===== config.mk =====
export PLATFORM = sky130hd
export DESIGN_NAME = uart_tx_arbiter_flat
export DESIGN_NICKNAME = d
export VERILOG_FILES = /design/src/rtl/uart_pkg.sv /design/src/rtl/uart_tx_arbiter_if.sv /design/src/rtl/uart_tx_serializer.sv /design/src/rtl/uart_tx_arbiter.sv /design/src/flat_wrapper.sv
export SDC_FILE = /design/constraint.sdc
export NUM_CORES = 1
export LEC_CHECK = 0
export ABC_CLOCK_PERIOD_IN_PS = 3800
export CAP_MARGIN = 30
export CORE_MARGIN = 5
export CORE_UTILIZATION = 45
export CTS_CLUSTER_DIAMETER = 200
export DETAILED_ROUTE_END_ITERATION = 6
export PLACE_DENSITY = 0.75
export SYNTH_ARGS = -nofsm -noshare
export SYNTH_HDL_FRONTEND = slang
export SYNTH_SLANG_ARGS = --single-unit

===== constraint.sdc =====
create_clock -name clk -period 3.8 [get_ports clk]
set_clock_uncertainty 0.1 [all_clocks]
set_input_delay 0.76 -clock clk [delete_from_list [all_inputs] [get_ports clk]]
set_output_delay 0.76 -clock clk [all_outputs]
set_load 0.05 [all_outputs]

===== src/rtl/uart_pkg.sv =====
// Shared UART definitions: frame geometry and the arbiter state encoding.
package uart_pkg;

  localparam int UART_DATA_BITS  = 8;
  localparam int UART_FRAME_BITS = 10;  // start + 8 data + stop

  typedef enum logic [1:0] {
    IDLE,
    LOAD,
    SEND,
    RELEASE
  } arb_state_t;

endpackage


===== src/rtl/uart_tx_arbiter_if.sv =====
// Requester-side bundle of the UART TX arbiter: per-requester byte streams in,
// handshake, serial line and grant status out.
interface uart_tx_arbiter_if #(
  parameter int NUM_REQ = 4
);
  import uart_pkg::*;

  localparam int ID_W = $clog2(NUM_REQ);

  logic [NUM_REQ-1:0]                req_valid;
  logic [UART_DATA_BITS*NUM_REQ-1:0] req_data;
  logic [NUM_REQ-1:0]                req_last;
  logic [NUM_REQ-1:0]                req_ready;
  logic                              tx;
  logic                              busy;
  logic                              grant_valid;
  logic [ID_W-1:0]                   grant_id;

  // Requesters / board side.
  modport master (
    output req_valid, req_data, req_last,
    input  req_ready, tx, busy, grant_valid, grant_id
  );

  // Arbiter side.
  modport slave (
    input  req_valid, req_data, req_last,
    output req_ready, tx, busy, grant_valid, grant_id
  );

endinterface


===== src/rtl/uart_tx_serializer.sv =====
// 8N1 serializer. A start request is taken only while idle; the frame then
// runs for exactly UART_FRAME_BITS * CLKS_PER_BIT cycles and done marks the
// final stop-bit cycle. tx is registered and forced high by reset.
module uart_tx_serializer
  import uart_pkg::*;
#(
  parameter int CLKS_PER_BIT = 16
) (
  input  logic                      clk,
  input  logic                      reset,
  input  logic                      start,
  input  logic [UART_DATA_BITS-1:0] data,
  output logic                      tx,
  output logic                      done
);

  localparam int                BAUD_W    = $clog2(CLKS_PER_BIT);
  localparam logic [BAUD_W-1:0] BAUD_LAST = BAUD_W'(CLKS_PER_BIT - 1);
  localparam logic [3:0]        BIT_LAST  = 4'(UART_FRAME_BITS - 1);

  logic                      r_busy;
  logic [BAUD_W-1:0]         r_baud;
  logic [3:0]                r_bit_idx;
  logic [UART_DATA_BITS-1:0] r_shift;
  logic                      r_tx;
  logic                      w_bit_end;

  assign w_bit_end = r_busy && (r_baud == BAUD_LAST);
  assign done      = w_bit_end && (r_bit_idx == BIT_LAST);
  assign tx        = r_tx;

  // Baud counter, bit index and shift register; the shifter back-fills ones
  // so the stop bit falls out of the same path as the data bits.
  // NOTE: every register here is assigned with <= so all of them update from
  // the same pre-edge values; a blocking = would let later lines see new ones.
  always_ff @(posedge clk or posedge reset) begin
    if (reset) begin
      r_busy    <= 1'b0;
      r_baud    <= '0;
      r_bit_idx <= '0;
      r_shift   <= '0;
      r_tx      <= 1'b1;
    end else if (!r_busy) begin
      if (start) begin
        r_busy    <= 1'b1;
        r_baud    <= '0;
        r_bit_idx <= '0;
        r_shift   <= data;
        r_tx      <= 1'b0;
      end
    end else if (w_bit_end) begin
      r_baud <= '0;
      if (r_bit_idx == BIT_LAST) begin
        r_busy <= 1'b0;
      end else begin
        r_bit_idx <= r_bit_idx + 4'd1;
        r_tx      <= r_shift[0];
        r_shift   <= {1'b1, r_shift[UART_DATA_BITS-1:1]};
      end
    end else begin
      r_baud <= r_baud + 1'b1;
    end
  end

endmodule


===== src/rtl/uart_tx_arbiter.sv =====
// Shares one UART TX line between NUM_REQ byte streams. Round-robin grant,
// held for a whole packet but at most MAX_BURST bytes; a split packet
// re-arbitrates behind everyone else because rr_ptr moves past the owner.
module uart_tx_arbiter
  import uart_pkg::*;
#(
  parameter int NUM_REQ      = 4,
  parameter int CLKS_PER_BIT = 16,
  parameter int MAX_BURST    = 4
) (
  input  logic              clk,
  input  logic              reset,
  uart_tx_arbiter_if.slave  bus
);

  localparam int                 ID_W      = $clog2(NUM_REQ);
  localparam int                 BURST_W   = $clog2(MAX_BURST + 1);
  localparam logic [BURST_W-1:0] BURST_MAX = BURST_W'(MAX_BURST);
  localparam logic [ID_W-1:0]    LAST_ID   = ID_W'(NUM_REQ - 1);
  localparam logic [ID_W:0]      NUM_REQ_W = (ID_W + 1)'(NUM_REQ);

  arb_state_t                r_state;
  logic [ID_W-1:0]           r_grant_id;
  logic                      r_grant_valid;
  logic [ID_W-1:0]           r_rr_ptr;
  logic [BURST_W-1:0]        r_burst_cnt;
  logic                      r_last;

  logic [ID_W-1:0]           w_pick_id;
  logic                      w_found;
  logic [ID_W:0]             w_sum;
  logic [ID_W:0]             w_cand;
  logic                      w_any_valid;
  logic                      w_xfer;
  logic [UART_DATA_BITS-1:0] w_sel_data;
  logic [NUM_REQ-1:0]        w_ready;
  logic                      w_serial_tx;
  logic                      w_serial_done;

  assign w_any_valid = |bus.req_valid;
  assign w_xfer      = (r_state == LOAD) && bus.req_valid[r_grant_id];

  // Round-robin pick: first valid requester at or after rr_ptr, wrapping.
  // NOTE: every signal driven here gets a default before the loop; without
  // it a path that assigns nothing would infer a latch.
  always_comb begin
    w_pick_id = r_rr_ptr;
    w_found   = 1'b0;
    w_sum     = '0;
    w_cand    = '0;
    for (int k = 0; k < NUM_REQ; k++) begin
      w_sum  = {1'b0, r_rr_ptr} + (ID_W + 1)'(k);
      w_cand = (w_sum >= NUM_REQ_W) ? (w_sum - NUM_REQ_W) : w_sum;
      if (!w_found && bus.req_valid[w_cand[ID_W-1:0]]) begin
        w_found   = 1'b1;
        w_pick_id = w_cand[ID_W-1:0];
      end
    end
  end

  // Byte of the current owner, handed to the serializer on transfer.
  always_comb begin
    w_sel_data = '0;
    for (int k = 0; k < NUM_REQ; k++) begin
      if (r_grant_id == ID_W'(k)) begin
        w_sel_data = bus.req_data[k*UART_DATA_BITS +: UART_DATA_BITS];
      end
    end
  end

  // Ready reflects the owner's valid while loading; nobody else is ever ready.
  always_comb begin
    w_ready = '0;
    if (r_state == LOAD) begin
      w_ready[r_grant_id] = bus.req_valid[r_grant_id];
    end
  end

  // Grant FSM: arbitration, packet lock, burst limit and pointer rotation.
  always_ff @(posedge clk or posedge reset) begin
    if (reset) begin
      r_state       <= IDLE;
      r_grant_id    <= '0;
      r_grant_valid <= 1'b0;
      r_rr_ptr      <= '0;
      r_burst_cnt   <= '0;
      r_last        <= 1'b0;
    end else begin
      unique case (r_state)
        IDLE: begin
          if (w_any_valid) begin
            r_grant_id    <= w_pick_id;
            r_grant_valid <= 1'b1;
            r_burst_cnt   <= '0;
            r_state       <= LOAD;
          end
        end
        LOAD: begin
          if (w_xfer) begin
            r_last      <= bus.req_last[r_grant_id];
            r_burst_cnt <= r_burst_cnt + 1'b1;
            r_state     <= SEND;
          end else begin
            r_state <= RELEASE;
          end
        end
        SEND: begin
          if (w_serial_done) begin
            if (r_last || (r_burst_cnt == BURST_MAX)) begin
              r_state <= RELEASE;
            end else begin
              r_state <= LOAD;
            end
          end
        end
        RELEASE: begin
          if (r_grant_id == LAST_ID) begin
            r_rr_ptr <= '0;
          end else begin
            r_rr_ptr <= r_grant_id + 1'b1;
          end
          r_grant_valid <= 1'b0;
          r_state       <= IDLE;
        end
        default: r_state <= IDLE;
      endcase
    end
  end

  uart_tx_serializer #(
    .CLKS_PER_BIT (CLKS_PER_BIT)
  ) u_serializer (
    .clk   (clk),
    .reset (reset),
    .start (w_xfer),
    .data  (w_sel_data),
    .tx    (w_serial_tx),
    .done  (w_serial_done)
  );

  assign bus.req_ready   = w_ready;
  assign bus.tx          = w_serial_tx;
  assign bus.busy        = (r_state != IDLE);
  assign bus.grant_valid = r_grant_valid;
  assign bus.grant_id    = r_grant_id;

  // Structural invariants of the grant logic.
  a_burst_bound : assert property (@(posedge clk) disable iff (reset)
    r_burst_cnt <= BURST_MAX);
  a_ready_onehot : assert property (@(posedge clk) disable iff (reset)
    $onehot0(w_ready));
  a_ready_needs_grant : assert property (@(posedge clk) disable iff (reset)
    (|w_ready) |-> r_grant_valid);

endmodule


===== src/flat_wrapper.sv =====
// flat-port wrapper written by rule: the top's interface ports become plain ports
module uart_tx_arbiter_flat import uart_pkg::*;
#(
  parameter int NUM_REQ      = 4,
  parameter int CLKS_PER_BIT = 16,
  parameter int MAX_BURST    = 4
)
  (clk, reset, bus_req_valid, bus_req_data, bus_req_last, bus_req_ready, bus_tx, bus_busy, bus_grant_valid, bus_grant_id);
  uart_tx_arbiter_if #(.NUM_REQ(NUM_REQ)) bus_i ();
  input  logic clk;
  input  logic reset;
  input wire logic [$bits(bus_i.req_valid)-1:0] bus_req_valid;
  input wire logic [$bits(bus_i.req_data)-1:0] bus_req_data;
  input wire logic [$bits(bus_i.req_last)-1:0] bus_req_last;
  output wire logic [$bits(bus_i.req_ready)-1:0] bus_req_ready;
  output wire logic [$bits(bus_i.tx)-1:0] bus_tx;
  output wire logic [$bits(bus_i.busy)-1:0] bus_busy;
  output wire logic [$bits(bus_i.grant_valid)-1:0] bus_grant_valid;
  output wire logic [$bits(bus_i.grant_id)-1:0] bus_grant_id;
  assign bus_i.req_valid = bus_req_valid;
  assign bus_i.req_data = bus_req_data;
  assign bus_i.req_last = bus_req_last;
  assign bus_req_ready = bus_i.req_ready;
  assign bus_tx = bus_i.tx;
  assign bus_busy = bus_i.busy;
  assign bus_grant_valid = bus_i.grant_valid;
  assign bus_grant_id = bus_i.grant_id;
  uart_tx_arbiter #(.NUM_REQ(NUM_REQ), .CLKS_PER_BIT(CLKS_PER_BIT), .MAX_BURST(MAX_BURST)) u_core (.clk(clk), .reset(reset), .bus(bus_i));
endmodule

==> flow_summary.json <==
{
  "report.final.slew_viol_count": 0,
  "clk_pin_slew_worst_paths_ns": 0.07,
  "peakVddDrop_v": 0.000497,
  "period_share_pct": 82.5,
  "ys.flop_type": "dfrtp_1",
  "io_buffers": 50,
  "critPathMaxFanout": 7,
  "gp_congestion": 0.795,
  "hold_buffers": 0,
  "p_leak_uw": 0.00112,
  "rows": 23,
  "firstDrtPassIters": 4,
  "drive_gt1_share_pct": 12.4,
  "start_kind": "input port",
  "tns_ns": 0,
  "status": "completed",
  "placed_cell_area_mm2": 0.00238,
  "drt_first_iter_violations": 116,
  "final_design_area_no_fill_mm2": 0.00252,
  "relSlewSlack_pct": 46.2,
  "die_y_um": 74.4,
  "power.density_mw_per_mm2": 736,
  "cts_made_buffers": 5,
  "via_per_inst": 5.54,
  "finalSetupViolCount": 0,
  "syn2layout_area_growth_pct": 34.8,
  "grt_pass1_wl_um": 7420,
  "cts_tree": "yes",
  "required_ns": 2.94,
  "asyncSetResetFlopFracSynth_pct": 100,
  "clockRootBuffer": "clkbuf_8",
  "core_mm2": 0.00400,
  "start_util_pct": 46.7,
  "cts_max_level": 2,
  "syn_area_mm2": 0.00187,
  "antennaDiodeCount": 0,
  "hp-class": "reg2reg",
  "cts_resized": 0,
  "clkLatencyLatePin_ns": 0.29,
  "wl_per_cell_um": 15.5,
  "wl_um": 4500,
  "crit_type": "in2out",
  "track_usage_pct": 17.5,
  "ctsLongestPathBuffers": 2,
  "die_area_mm2": 0.00554,
  "vias": 1611,
  "worstSetupEndpointType": "primary output",
  "chipWidth_um": 74.4,
  "hpwlAfterDp_um": 3300,
  "rsz0062_at_grt": "no",
  "postCtsSetupBuffers": 0,
  "ant_nets": 0,
  "synth_warnings": 0,
  "nNetsFinal": 291,
  "synthCells": 192,
  "ios": 51,
  "overflow": 0,
  "drc": 0,
  "avgSynthCellArea_um2": 9.73,
  "antenna_found_initial": 0,
  "grt_max_degree": 27,
  "cap_viol_max_count": 0,
  "hold_viol": 0,
  "ys_ff_latch": 29,
  "synthesis.nets": 243,
  "layout_min_cycle_time_ns": 3.13,
  "first_global_vias": 1646,
  "synth.distinct_cells": 43,
  "numClockSinks": 29,
  "synth_seq_area_share_pct": 38.9,
  "synth-edff-count": 0,
  "worstPathArrival_ns": 2.27,
  "fmax_mhz": 319,
  "tightest_slew_ns": 0.808
}
==> kinds of logic (layout without fill, tap and decap cells) <==
| logic type | Yosys count | count (layout) | synth area share [%] |
|---|---|---|---|
| compound gates | 61 | 61 | 22.4 |
| fa+ha+maj | 9 | 9 | 6.03 |
| buf+inv | 24 | 73 | 5.36 |
| flops | 29 | 29 | 38.9 |
| mux | 18 | 18 | 12.7 |
| simple gates | 51 | 51 | 14.7 |
==> synthesized netlist by cell type, types with 2 or more instances <==
master	count	area share [%]
nand3b_1	2	0.80
a21o_1	3	1.2
a221oi_1	8	3.8
mux2_4	7	5.6
nor3b_1	2	0.80
a22oi_1	6	2.4
or2_2	2	0.67
nor2_1	9	1.8
o31ai_1	3	1.2
mux2_2	4	2.4
nand2_1	14	2.8
ha_1	9	6.0
a211oi_1	3	1.2
and3_1	2	0.67
clkbuf_1	7	1.4
nand3_1	3	0.80
nand2b_1	2	0.67
o22ai_1	5	1.7
o21ai_0	20	5.4
and3b_1	3	1.4
inv_1	13	2.6
dfrtp_1	28	38
and2b_1	2	0.80
a21oi_1	5	1.3
buf_2	2	0.54
nor2b_1	6	2.0
mux2i_1	6	3.2
==> placed cells by master, fill, tap and decap left out, types with 4 or more instances in the layout <==
master	count
o21ai_0	20
a21oi_1	5
nor2_1	9
inv_1	13
dfrtp_1	28
a221oi_1	8
a22oi_1	6
o22ai_1	5
buf_4	6
ha_1	9
nand2_1	14
clkdlybuf4s50_1	46
mux2_4	7
clkbuf_8	5
mux2_2	4
nor2b_1	6
mux2i_1	6
==> registers in the layout, summed over array words and instances (netlist names) <==
signal                         cells
u_core.u_serializer.tx             1
u_core.r_state                     2
u_core.r_burst_cnt                 3
u_core.r_rr_ptr                    2
u_core.r_last                      1
u_core.u_serializer.r_bit_idx      4
u_core.u_serializer.r_baud         4
u_core.u_serializer.r_busy         1
u_core.bus.grant_valid             1
u_core.u_serializer.r_shift        8
u_core.bus.grant_id                2
==> metrics by stage <==
| stage | hold WS, ns | instances | worst slack, ns | power [uW] | utilization, % |
|---|---|---|---|---|---|
| 5_1_grt | 0.379 | 291 | 0.575 | 2000 | 63.0 |
| 4_1_cts | 0.370 | 291 | 0.664 | 1870 | 63.0 |
| 3_5_place_dp | 0.357 | 283 | 0.666 | 1470 | 59.6 |
| 3_3_place_gp | 0.360 | 283 | 0.698 | 1450 | 59.6 |
| 6_report | 0.364 | 291 | 0.666 | 1850 | 63.0 |
| 2_1_floorplan | 0.355 | 192 | 0.904 | 1230 | - |
==> worst paths after layout <==
kind / from / end / slack, ns / cells past startpoint
max: bus_req_valid[2] / bus_req_ready[3] / 0.67 / 5
min: u_core.u_serializer.tx / u_core.u_serializer.tx / 0.36 / 2
max reg2reg: u_core.bus.grant_id[1] / u_core.u_serializer.r_shift[5] / 1.55 / 6
min reg2reg: u_core.u_serializer.tx / u_core.u_serializer.tx / 0.36 / 2
max in group asynchronous: reset / u_core.u_serializer.tx / 2.08 / 3
min in group asynchronous: reset / u_core.u_serializer.r_baud[2] / 0.81 / 2
==> critical path, stage by stage <==
cell,delay (ns)
clkdlybuf4s50_1,0.49
mux2_4,0.32
a22oi_4,0.29
and2b_1,0.23
buf_4,0.19
==> area by class of cell <==
class | count | area (um^2)
well taps | 50 | 62.6
clock buffers | 5 | 68.8
inverters | 13 | 48.8
repair buffers | 52 | 505
fillers | 345 | 1480
multi-input cells | 139 | 1040
flip-flops and latches | 29 | 727
clock inverters | 3 | 65.1
==> power by group <==
group | total, uW | internal (uW) | switching (uW)
Clock | 386 | 260 | 126
Sequential | 604 | 449 | 155
Combinational | 862 | 410 | 452
Total | 1850 | 1120 | 733
==> layer usage <==
metal | wire [um] | vias to the layer above | GRT usage, %
li1 | - | 799 | -
met1 | 1990 | 762 | 22.1
met2 | 2170 | 40 | 27.8
met3 | 261 | 10 | 5.54
met4 | 85 | 0 | 6.72
met5 | 0 | - | 0
(Power assumes the default switching activity.)
==> RTL change 1, RTL diff (config.mk and constraints unchanged) <==
Encoding of `arb_state_t`: now one-hot (4 bits for 4 states).
--- a/src/rtl/uart_pkg.sv
+++ b/src/rtl/uart_pkg.sv
@@ -4,11 +4,11 @@
   localparam int UART_DATA_BITS  = 8;
   localparam int UART_FRAME_BITS = 10;  // start + 8 data + stop
 
-  typedef enum logic [1:0] {
-    IDLE,
-    LOAD,
-    SEND,
-    RELEASE
+  typedef enum logic [3:0] {
+    IDLE    = 4'b0001,
+    LOAD    = 4'b0010,
+    SEND    = 4'b0100,
+    RELEASE = 4'b1000
   } arb_state_t;
 
 endpackage
Check against the original RTL: no difference found for any inputs over 10 cycles, from zero or initial values and one cycle with reset high; not proved beyond that.
==> RTL change 1 against the unedited design <==
Sequential cell count up 2; cell count up 7.9%; routed wire length up 7.7%; clock power down 27%; synthesized area up 9.0%; worst setup slack worse by 0.062 ns; sequential power up 3.8%; combinational power up 8.0%; power down 0.71%; register-to-register slack worse by 0.20 ns; cell area up 4.7%; critical path type unchanged; highest routed layer unchanged.
==> RTL change 1: results (changes against the unedited design) <==
status=completed; initial DRC count=97 (-16%); combinational share of power=0.506 (+0.041); metal1 wirelength=2230 microns (+12%); Post-CTS Setup Repair Bufs=0 (unchanged); slowest CP cell=mux4_2; register area share after synthesis=0.382 (-0.00685); Unique masters post-synth=48 (+12%); share of layout cells above drive strength 1=0.0954 (-0.0291); Post-synth top cells=dfrtp_1 (29), nand2_1 (15), nor2_1 (14), a21oi_1 (13), o21ai_0 (13); top sig layer=met4; largest net degree at the start of global routing=32 (+19%); Via-to-Cell Ratio=5.85 (+5.7%); Max VDD drop=0.505 mV (+1.6%); Min-Delay Startpoint=u_core.u_serializer.tx; antenna violations before repair=0 (unchanged); met2 routed WL=2210 microns (+1.9%); CTS Buf Count=5 (unchanged); FMAX=313 MHz (-1.9%); Total Neg Setup Slack=0 ns (unchanged); critical path depth in cells=4 (-1); cell family contributing the most delay on the critical path=buffers and inverters; drt pass-1 iters=4 (unchanged); critical-path maximum fanout=11 (+4); combinational power=0.931 mW (+8.0%); DP Worst Slack=0.620 ns (-0.0458 ns); Sequential Power Share=0.341 (+0.015); met3 GRT Util=0.0539 (-0.00154); Register-to-Register Path Depth=6 (unchanged); Setup crit start=bus_req_valid[3]; leakage power=1.13 nW (+0.82%); DR WL/cell=15.5 microns (-0.16%); Area contributors post-synth=dfrtp_1 (36%), ha_1 (5.5%), a221oi_1 (3.4%); Final #Nets=312 (+7.2%); first-pass GRT wire length=8610 microns (+16%); GR Util met2=0.263 (-0.0154); met3 wire len=345 microns (+32%); CP arrival=2.34 ns (+0.07 ns); Min-Delay Endpoint=u_core.u_serializer.tx; R2R setup slack=1.35 ns (-0.20 ns); vias in the first global route=1801 (+9.4%); All-Layer GR Usage=0.177 (+0.00217); Net Sw Frac=0.434 (+0.0382); Syn. warnings=0 (unchanged); most flop-heavy register=u_core.u_serializer.r_shift; WHS Path Cells=2 (unchanged); antenna diode count=0 (unchanged); Reg clk slew, reported paths=0.06 ns; Synth async-reset ratio=1.00 (unchanged); Synth Net Count=266 (+9.5%); met1 Use GR=0.240 (+0.0190); GP Congestion=0.753 (-5.3%); FILL cells=383 (+11%); CP endpoint=bus_req_ready[0]; CP peak stage delay=0.65 ns (+0.16 ns); Slew @ Worst Pin=0.831 ns (+0.0236 ns); HPWL after detailed placement=3640 microns (+11%); depth of the CTS H-tree=2 (unchanged)
[RTL change 1: layout make-up]
type	instances	share of cell area
inverters	10	0.0142
repair buffers	51	0.189
multi-input cells	162	0.439
flip-flops and latches	31	0.295
clock buffers	8	0.0380
well taps	52	0.0247
[RTL change 1: stage by stage]
stage          hold slack (ns)  area [sq um]  cells
2_1_floorplan            0.341          2040    215
3_3_place_gp             0.358          2540    306
3_5_place_dp             0.366          2540    306
4_1_cts                  0.375          2640    314
5_1_grt                  0.387          2640    314
6_report                 0.373          2640    314
[RTL change 1: cell families (layout without fill, tap and decap cells)]
| logic type | after synthesis | after routing | share of synthesized area |
|---|---|---|---|
| buffers and inverters | 22 | 69 | 0.0486 |
| multiplexers | 7 | 7 | 0.0522 |
| AO/OA/AOI/OAI | 60 | 60 | 0.219 |
| adder cells (fa/ha/maj) | 9 | 9 | 0.0553 |
| XOR/XNOR | 2 | 2 | 0.00861 |
| flip-flops | 31 | 31 | 0.382 |
| AND/OR/NAND/NOR | 84 | 84 | 0.234 |
==> RTL change 2, RTL diff (same flow settings) <==
Without the edit above. `CLKS_PER_BIT` is set to 16 in 3 places; all go to 32.
--- a/src/rtl/uart_tx_serializer.sv
+++ b/src/rtl/uart_tx_serializer.sv
@@ -4,7 +4,7 @@
 module uart_tx_serializer
   import uart_pkg::*;
 #(
-  parameter int CLKS_PER_BIT = 16
+  parameter int CLKS_PER_BIT = 32
 ) (
   input  logic                      clk,
   input  logic                      reset,
--- a/src/rtl/uart_tx_arbiter.sv
+++ b/src/rtl/uart_tx_arbiter.sv
@@ -5,7 +5,7 @@
   import uart_pkg::*;
 #(
   parameter int NUM_REQ      = 4,
-  parameter int CLKS_PER_BIT = 16,
+  parameter int CLKS_PER_BIT = 32,
   parameter int MAX_BURST    = 4
 ) (
   input  logic              clk,
--- a/src/flat_wrapper.sv
+++ b/src/flat_wrapper.sv
@@ -2,7 +2,7 @@
 module uart_tx_arbiter_flat import uart_pkg::*;
 #(
   parameter int NUM_REQ      = 4,
-  parameter int CLKS_PER_BIT = 16,
+  parameter int CLKS_PER_BIT = 32,
   parameter int MAX_BURST    = 4
 )
   (clk, reset, bus_req_valid, bus_req_data, bus_req_last, bus_req_ready, bus_tx, bus_busy, bus_grant_valid, bus_grant_id);
Function: no difference found for any inputs over 10 cycles, from zero or initial values and one cycle with reset high; that may be too few to reach the edited logic, so the function may still have changed.
==> RTL change 2 against the unedited design <==
Core utilization is 1.5 points lower; synthesized area is 1.1% lower; via count is 1.7% higher; power is 9.6% lower; worst setup slack worse by 0.036 ns; routed wire length is 5.4% lower; count of clock-buffer cells in the layout is 3 higher; global-route usage is 0.17 points lower; cell area is 2.3% lower; clock power is 32% lower; sequential cell count is 1 higher; sequential power is 1% higher; largest cell class unchanged.
==> RTL change 2: results (changes against the unedited design) <==
largest net degree at the start of global routing=31 (+15%); Synth Net Count=255 (+4.9%); HPWL after detailed placement=3270 microns (-0.84%); CP endpoint=bus_req_ready[0]; Post-Syn Instances=203 (+5.7%); largest family of logic cells by synthesized area=simple AND/OR/NAND/NOR gates; vias=1638 (+1.7%); r2r startpoint=u_core.bus.grant_id[1]; drt pass-1 iters=5 (+1); GR Util met2=0.264 (-0.0143); leakage power=1.06 nW (-5.3%); share of layout cells above drive strength 1=0.0945 (-0.0300); fin worst setup slack=0.630 ns (-0.0357 ns); Net Sw Frac=0.412 (+0.0163); met3 GRT Util=0.0662 (+0.0108); met2 routed WL=1890 microns (-13%); Unique masters post-synth=40 (-7.0%); CP arrival=2.31 ns (+0.04 ns); combinational share of power=0.478 (+0.013); Max VDD drop=0.481 mV (-3.1%); Post-synth top cells=dfrtp_1 (29), nand2_1 (22), nor2_1 (16), nand2b_1 (13); register area share after synthesis=0.407 (+0.0178); GP Congestion=0.752 (-5.3%); FILL cells=343 (-0.58%); Clock Power Share=0.157 (-0.051); mux contribution to synthesized area=0.0494 (-0.0772); CP peak stage delay=0.62 ns (+0.13 ns); initial DRC count=67 (-42%); critical-path maximum fanout=9 (+2); Area after DPL=0.00237 sq mm (-0.63%); Total Power=1.68 mW (-9.6%); slowest CP cell=mux4_2; Routed WL=4260 microns (-5.4%); Post-Synth Adder-Cell Area=0.0677 (+0.00742); complex-gate fraction of the synthesized area=0.188 (-0.0362); Post-Place Cells=296 (+4.6%); met3 wire len=335 microns (+28%); xor/xnor share of the synthesized area=0.00948 (+0.00948); first-pass GRT wire length=7310 microns (-1.6%); R2R setup slack=1.62 ns (+0.07 ns); Slew headroom=0.629 (+0.167); met1 Use GR=0.233 (+0.0112); worst r2r dst=u_core.u_serializer.r_shift[7]; Via-to-Cell Ratio=5.39 (-2.7%); status=completed; All-Layer GR Usage=0.173 (-0.00172); Largest regs=u_core.u_serializer.r_shift: 8 flops, u_core.u_serializer.r_baud: 5 flops, u_core.u_serializer.r_bit_idx: 4 flops; Final #Nets=305 (+4.8%); Setup crit start=bus_req_valid[3]; metal1 wirelength=1990 microns (-0.30%)
## RTL change 2: layout make-up
cell class	instances	area (sq um)	share of cell area
clock buffers	8	90.1	0.0366
inverters	12	45.0	0.0183
multi-input cells	153	1010	0.411
flip-flops and latches	30	752	0.306
well taps	50	62.6	0.0254
repair buffers	51	498	0.202
## RTL change 2: worst min path at each step
stage | start | endpoint | slack (ns) | cells after the start
final | u_core.r_burst_cnt[2] | u_core.r_burst_cnt[2] | 0.37 | 1
after global placement | u_core.r_burst_cnt[2] | u_core.r_burst_cnt[2] | 0.36 | 1
after detailed placement | u_core.r_burst_cnt[2] | u_core.r_burst_cnt[2] | 0.36 | 1
after floorplan | u_core.u_serializer.r_baud[3] | u_core.u_serializer.r_baud[3] | 0.34 | 1
after global routing | u_core.r_burst_cnt[2] | u_core.r_burst_cnt[2] | 0.38 | 1
after CTS | u_core.r_burst_cnt[2] | u_core.r_burst_cnt[2] | 0.37 | 1
